[config.mk]
export PLATFORM = sky130hd
export DESIGN_NAME = rf_access_arbiter
export DESIGN_NICKNAME = d
export VERILOG_FILES = /design/src/rtl/rf_access_arbiter.sv
export SDC_FILE = /design/constraint.sdc
export NUM_CORES = 1
export LEC_CHECK = 0
export CAP_MARGIN = 5
export CORE_MARGIN = 3
export CORE_UTILIZATION = 40
export DETAILED_ROUTE_END_ITERATION = 7
export PLACE_DENSITY = 0.8
export SETUP_SLACK_MARGIN = 0.3
export SLEW_MARGIN = 20
export SYNTH_ARGS = -nofsm -noshare
export SYNTH_HDL_FRONTEND = slang
export SYNTH_SLANG_ARGS = --single-unit
[constraint.sdc]
create_clock -name clk -period 2.05 [get_ports clk]
set_input_delay 0.5125 -clock clk [delete_from_list [all_inputs] [get_ports clk]]
set_output_delay 0.5125 -clock clk [all_outputs]
set_load 0.01 [all_outputs]
[src/rtl/rf_access_arbiter.sv]
// rf_access_arbiter
//   Shares the PE register file between two requesters (0 = PE core pipeline,
//   1 = CGRA interconnect / config loader). Requests are granted round-robin,
//   issued to the register file one at a time, and read results are returned
//   on a per-requester valid/ready response channel. RISC-V x0 semantics are
//   applied in front of the register file unless ZERO_REG_WRITABLE is set.
//
// Parameters
//   RD_LAT            register-file read latency, read_en to data_out (0..3)
//   ZERO_REG_WRITABLE 0: register 0 reads as zero, writes to it are dropped
//
// Ports
//   clk, reset                   clock, async active-low reset
//   req_valid/ready/write/two    per-requester request handshake and type
//   req_rd/rs1/rs2, req_wdata    packed per-requester request fields
//   rsp_valid/ready              per-requester read response handshake
//   rsp_data1/2                  shared response data, qualified by rsp_valid
//   selRD/selRS1/selRS2          register-file selects
//   reg_select, data_in          dual-output enable, write data
//   rdwrite, read_en             register-file write / read enables
//   data_out1/2                  register-file read data
//
// state | meaning
// ------+-----------------------------------------------------------------
// IDLE  | arbitrate; req_ready to the winner; latch request on acceptance
// ISSUE | write: one-cycle rdwrite; read: first read_en cycle
// WAIT  | read latency wait; data captured at the end of the last WAIT
// RESP  | hold rsp_valid to the owner until its rsp_ready
module rf_access_arbiter #(
    parameter int unsigned RD_LAT            = 1,
    parameter bit          ZERO_REG_WRITABLE = 1'b0
) (
    input  logic        clk,
    input  logic        reset,
    input  logic [1:0]  req_valid,
    output logic [1:0]  req_ready,
    input  logic [1:0]  req_write,
    input  logic [1:0]  req_two,
    input  logic [9:0]  req_rd,
    input  logic [9:0]  req_rs1,
    input  logic [9:0]  req_rs2,
    input  logic [63:0] req_wdata,
    output logic [1:0]  rsp_valid,
    input  logic [1:0]  rsp_ready,
    output logic [31:0] rsp_data1,
    output logic [31:0] rsp_data2,
    output logic [4:0]  selRD,
    output logic [4:0]  selRS1,
    output logic [4:0]  selRS2,
    output logic        reg_select,
    output logic [31:0] data_in,
    output logic        rdwrite,
    output logic        read_en,
    input  logic [31:0] data_out1,
    input  logic [31:0] data_out2
);

    typedef enum logic [1:0] {IDLE, ISSUE, WAIT, RESP} state_t;

    // WAIT counts down from RD_LAT-1; capture happens when it reaches zero.
    localparam logic [1:0] WAIT_LOAD = (RD_LAT == 0) ? 2'd0 : 2'(RD_LAT - 1);

    state_t      state, state_nxt;
    logic        last_grant;
    logic        owner;
    logic        op_write;
    logic        op_two;
    logic [4:0]  op_rd;
    logic [4:0]  op_rs1;
    logic [4:0]  op_rs2;
    logic [31:0] op_wdata;
    logic [1:0]  wait_cnt;
    logic [31:0] cap_d1;
    logic [31:0] cap_d2;

    logic        win;
    logic        accept;
    logic        capture;
    logic        rs1_zero;
    logic        rs2_zero;

    always_comb begin
        win = 1'b0;
        if (req_valid == 2'b11) begin
            win = ~last_grant;
        end else if (req_valid == 2'b10) begin
            win = 1'b1;
        end
    end

    // reset is folded in so req_ready stays low while reset is held.
    assign accept   = (state == IDLE) && (|req_valid) && reset;
    assign rs1_zero = !ZERO_REG_WRITABLE && (op_rs1 == 5'd0);
    assign rs2_zero = !ZERO_REG_WRITABLE && (op_rs2 == 5'd0);

    always_comb begin
        state_nxt  = state;
        req_ready  = 2'b00;
        rsp_valid  = 2'b00;
        rsp_data1  = 32'd0;
        rsp_data2  = 32'd0;
        selRD      = 5'd0;
        selRS1     = 5'd0;
        selRS2     = 5'd0;
        reg_select = 1'b0;
        data_in    = 32'd0;
        rdwrite    = 1'b0;
        read_en    = 1'b0;
        capture    = 1'b0;
        case (state)
            IDLE: begin
                if (accept) begin
                    req_ready[win] = 1'b1;
                    state_nxt      = ISSUE;
                end
            end
            ISSUE: begin
                if (op_write) begin
                    selRD     = op_rd;
                    data_in   = op_wdata;
                    rdwrite   = ZERO_REG_WRITABLE || (op_rd != 5'd0);
                    state_nxt = IDLE;
                end else begin
                    selRS1     = op_rs1;
                    selRS2     = op_rs2;
                    reg_select = op_two;
                    read_en    = 1'b1;
                    if (RD_LAT == 0) begin
                        capture   = 1'b1;
                        state_nxt = RESP;
                    end else begin
                        state_nxt = WAIT;
                    end
                end
            end
            WAIT: begin
                selRS1     = op_rs1;
                selRS2     = op_rs2;
                reg_select = op_two;
                read_en    = 1'b1;
                if (wait_cnt == 2'd0) begin
                    capture   = 1'b1;
                    state_nxt = RESP;
                end
            end
            RESP: begin
                rsp_valid[owner] = 1'b1;
                rsp_data1        = cap_d1;
                rsp_data2        = cap_d2;
                if (rsp_ready[owner]) begin
                    state_nxt = IDLE;
                end
            end
            default: state_nxt = IDLE;
        endcase
    end

    always_ff @(posedge clk or negedge reset) begin
        if (!reset) begin
            state      <= IDLE;
            last_grant <= 1'b1;
            owner      <= 1'b0;
            op_write   <= 1'b0;
            op_two     <= 1'b0;
            op_rd      <= 5'd0;
            op_rs1     <= 5'd0;
            op_rs2     <= 5'd0;
            op_wdata   <= 32'd0;
            wait_cnt   <= 2'd0;
            cap_d1     <= 32'd0;
            cap_d2     <= 32'd0;
        end else begin
            state <= state_nxt;
            if (accept) begin
                owner      <= win;
                last_grant <= win;
                op_write   <= req_write[win];
                op_two     <= req_two[win];
                op_rd      <= win ? req_rd[9:5]      : req_rd[4:0];
                op_rs1     <= win ? req_rs1[9:5]     : req_rs1[4:0];
                op_rs2     <= win ? req_rs2[9:5]     : req_rs2[4:0];
                op_wdata   <= win ? req_wdata[63:32] : req_wdata[31:0];
            end
            if (state == ISSUE) begin
                wait_cnt <= WAIT_LOAD;
            end else if ((state == WAIT) && (wait_cnt != 2'd0)) begin
                wait_cnt <= wait_cnt - 2'd1;
            end
            if (capture) begin
                cap_d1 <= rs1_zero ? 32'd0 : data_out1;
                cap_d2 <= (!op_two || rs2_zero) ? 32'd0 : data_out2;
            end
        end
    end

endmodule

# After elaboration in Yosys (flattened, before gate mapping)
# Index checks and enable logic that the tools add are counted.
# word_totals
regBits,119
inputBits,168
output_inout_bits,118
word_cells,88
# op_classes
add_sub_neg,1
n_lt_le_gt_ge,4
eq_ne,8
n_mux,46
bitwise_logic,1
n_reduce_logical,16
# op_table
cell,n
$mux W32,7
$mux W5,7
$pmux W5 S2,2
$mux W2,9
$mux W1,16
$logic_not A5 Y1,2
$eq A2 B2 Y1 const B,4
$pmux W2 S4,1
$ne A2 B2 Y1 const B,3
$logic_and A1 B1 Y1,5
$reduce_bool A5 Y1,1
$logic_not A2 Y1,2
$lt A1 B2 Y1 const B,2
$pmux W1 S2,2
$reduce_bool A2 Y1,2
$reduce_and A3 Y1,1
$demux W1 S1,2
$eq A2 B1 Y1 const B,1
$ge A1 B1 Y1 const B,2
$reduce_or A2 Y1,1
$sub A2 B1 Y2 const B,1
$logic_not A1 Y1,1
$logic_or A1 B1 Y1,1
$not A1 Y1,1

# Longest topological paths before layout
# depth
depth_word,9
ltp_mapped,7

# Least setup slack after synthesis
# No wires, ideal clock.
# synth_timing
path_type,reg-to-output
start,register state[0]
end,output port req_ready[1]
t_arrival_ps,1369
setup_slack_ps,168
path_stages_with_launch,6
path_cell_list,dfrtp_1 > inv_1 > ha_1 > nand3_1 > a21oi_1 > buf_2
# synth_between
elab_chain_len,5
# synth_lines
element,line_no,text
start: declaration,63,"state_t state, state_nxt;"
start signal: assignment,173,state <= state_nxt;
$logic_not A2 Y1 (*),"92, 110",
$logic_and A1 B1 Y1 (2 in series),92,assign accept = (state == IDLE) && (|req_valid) && reset;
$mux W2,112,if (accept) begin
$mux W2 (*),110,case (state)
end: declaration,36,"output logic [1:0] req_ready,"
# Mark *: on every way between the ends. The rest lies on a longest branch, timed or not.

# Worst setup path in the final report
# layout_timing
start,register state[0]
end,output port selRS2[3]
# layout_between
elab_chain_len,2
# layout_lines
element,line_no,text
$eq A2 B2 Y1 or $eq A2 B1 Y1 (tied branches),110,
$pmux W5 S2 (*),110,
end: declaration,49,"output logic [4:0] selRS2,"
# Marks and branches as above.

==> flow_summary.yaml <==
status:
  status: "finished with violations"
  violations: "setup timing"
drt:
  avgViaCountPerCell: 5.435
  vias: 6229
  wirelength_met1_um: 8459
  wl_met2_um: 11790
  top_layer_used: "met4"
  drc: 0
  dr.pass1.iters: 8
  drt_iter0_markers: 644
  wl_per_cell_um: 20.03
  met3WireLength_um: 2059
  ant_nets: 0
  wl_um: 22960
synth:
  synth_cells: 621
  post-synth-top-area-fraction_pct: 51.78
  syn-cell-area_sq_um: 5703
  ys_types: 32
  avgSynthCellArea_sq_um: 9.184
  synth_seq_cells: 119
  syn_nets: 796
  ys_seq_area_share_pct: 52.24
  ys_top_cells_by_area: "dfrtp_1, a222oi_1, nand2_1, and2_1, and3_1"
  synth_area_leader_cell: "dfrtp_1"
  ys_warn_count: 0
placement:
  finalWeightedCongestion: 0.8238
  hpwl_um: 13150
  place_area_sq_um: 8930
  io_buffers: 285
  post-place-ws_ps: -339.8
sta:
  finClkSkew_ps: 5.370
  hold_violations: 0
  drv_slew: 0
  setup_viol_count_final: 119
  period_needed_ps: 2372
  hold_slack_ps: 108.7
  tightest_slew_ps: 714.0
  fmax_ghz: 0.4217
  grt_setup_unrepaired: "yes"
  fin_crit_sh_pct: 115.7
  slew_headroom_pct: 52.40
  setup_ws_ps: -321.5
clock_network:
  cts_tree: "yes"
  clockBufferDepth: 2
  insertion_delay_ps: 410
  cts_root_buffer: "clkbuf_16"
  h-tree-depth: 4
  path_clk_slew_ps: 50
  cts_hold_buffers: 0
  clkSinkCount: 119
  numCtsBuffers: 17
job:
  drv_cap: 0
cells_and_area:
  diodes: 0
  stdcell_area_sq_um: 10570
  finish.utilization_pct: 75.86
  drive_gt1_share_pct: 33.75
  fin_nets: 1131
  area_growth_pct: 85.37
setup_path:
  arrival_ps: 1860
  end_kind: "output port"
  worstPathMaxFanout: 7
  cp-start-kind: "flop"
  crit_required_ps: 1540
  path_class: "reg -> out"
  r2r_setup_slack_ps: -50
global_routing:
  antenna_found_initial: 0
  grt_max_degree: 65
  grt_pass1_wl_um: 34110
  grt.total_usage_pct: 27.39
  grt_pass1_vias: 6389
  overflow: 0
power_and_ir_drop:
  cellPowerDensity_nw_per_um2: 1174
  ir_drop_mv: 0.6673
  power_w: 0.01241
  p_leak_nw: 5.162
  netSwitchingFraction_pct: 35.86
  power_frac_comb_pct: 47.7
  power.internal_w: 0.007957
  p_sw_w: 0.004450
  p_clk_share_pct: 20.5
  power_frac_seq_pct: 31.8
min_path:
  hold_path_class: "in -> async"
floorplan:
  initial_core_util_pct: 40.93
  rows: 43
  die_x_um: 125.4
  core_sq_um: 13930
  die_h_um: 125.4
  die-area_sq_um: 15730
  ios: 286
worst max-delay path, stage by stage, from the launching register on:
cell     delay [ps]
dfrtp_1         410
buf_6           140
ha_4            160
nor2b_4         140
o21a_4          210
buf_6           130
and2_4          150
buf_6           110
final cells by class:
cell class / instances / area (sq um)
timing repair buffer: 365 / 3978
fill: 928 / 3363
sequential: 119 / 2979
multi-input combinational: 396 / 2688
clock buffer: 23 / 457.9
tap: 180 / 225.2
inverter: 57 / 214.0
clock inverter: 6 / 30.03
metrics by stage:
| stage | setup TNS [ps] | std cells |
|---|---|---|
| after floorplan | 0 | 621 |
| after global placement | -15720 | 1070 |
| after detailed placement | -18220 | 1070 |
| after CTS | -19850 | 1137 |
| after global routing | -24820 | 1146 |
| final | -20810 | 1146 |
power groups by stage:
stage	registers, W	clock network (W)	logic (W)
detailed placement	0.00386	0	0.00412
floorplan	0.00368	0	0.00226
CTS	0.00389	0.00257	0.00542
global placement	0.00385	0	0.00403
global route	0.00403	0.00269	0.00635
finish	0.00395	0.00254	0.00592
path summary, 6_finish.rpt:
check	startpoint	to	cells after the start
hold reg to reg	cap_d1[1]$_DFFE_PN0P_	cap_d1[1]$_DFFE_PN0P_	2
setup / recovery	state[0]$_DFFE_PN0P_	selRS2[3]	7
min in group clk	cap_d1[1]$_DFFE_PN0P_	cap_d1[1]$_DFFE_PN0P_	2
hold / removal	reset	op_rd[4]$_DFFE_PN0P_	2
setup reg to reg	state[0]$_DFFE_PN0P_	op_rs2[4]$_DFFE_PN0P_	10
max in group asynchronous	reset	cap_d1[2]$_DFFE_PN0P_	3
metal layers:
layer | vias up | GRT usage, %
li1 | 2787 | -
met1 | 3026 | 31.64
met2 | 365 | 47.86
met3 | 51 | 8.031
met4 | 0 | 10.78
met5 | - | 0
cell families (layout without fill, tap and decap cells):
logic type                 count (synthesis)  after routing  synth area share (%)
adders and majority gates                  7              7                 1.536
xor gates and xnor gates                   1              1                0.1536
muxes                                      1              1                0.1755
buffers and inverters                    106            451                 7.416
and+or+nand+nor                          259            259                 22.33
AOI/OAI and AO/OA                        128            128                 16.15
DFF                                      119            119                 52.24
state kept, by name, summed over array words and instances, names as in the netlist, named ones only:
register	count
op_wdata	32
op_rd	5
state	1
op_rs1	5
last_grant	1
wait_cnt	2
op_two	1
op_write	1
op_rs2	5
cap_d2	32
owner	1
cap_d1	32
timing repair:
item                                    CTS  global route
resized for setup                       635            78
gates cloned                             14             6
pin swaps                                28            27
endpoints found under the hold margin     0             0
endpoints found under the setup margin  169           235
buffers inserted                         24             3
cells in the mapped netlist:
| master | count |
|---|---|
| a2111oi_0 | 1 |
| a211oi_1 | 1 |
| a21o_1 | 2 |
| a21oi_1 | 4 |
| a221oi_1 | 1 |
| a222oi_1 | 49 |
| a31o_2 | 1 |
| and2_1 | 74 |
| and3_1 | 37 |
| buf_1 | 5 |
| buf_2 | 8 |
| buf_4 | 3 |
| clkbuf_1 | 30 |
| clkbuf_2 | 3 |
| dfrtp_1 | 118 |
| dfstp_2 | 1 |
| ha_1 | 7 |
| inv_1 | 57 |
| mux2i_1 | 1 |
| nand2_1 | 130 |
| nand3_1 | 2 |
| nor2_1 | 8 |
| nor2_2 | 1 |
| nor2b_1 | 4 |
| nor3_1 | 1 |
| o211ai_2 | 1 |
| o21a_1 | 2 |
| o21ai_0 | 33 |
| o21ai_1 | 32 |
| o21ai_2 | 1 |
| or4_1 | 2 |
| xnor2_1 | 1 |
placed cells by master, fill, tap and decap left out, drive strengths merged, types with 28 or more instances in the layout:
cell and n:
and3 37, clkbuf 28, inv 57, a222oi 49, clkdlybuf4s50 166, and2 74, nand2 130, o21ai 66
dfrtp 118, buf 192
No activity file was read; power rests on OpenSTA's default activity.
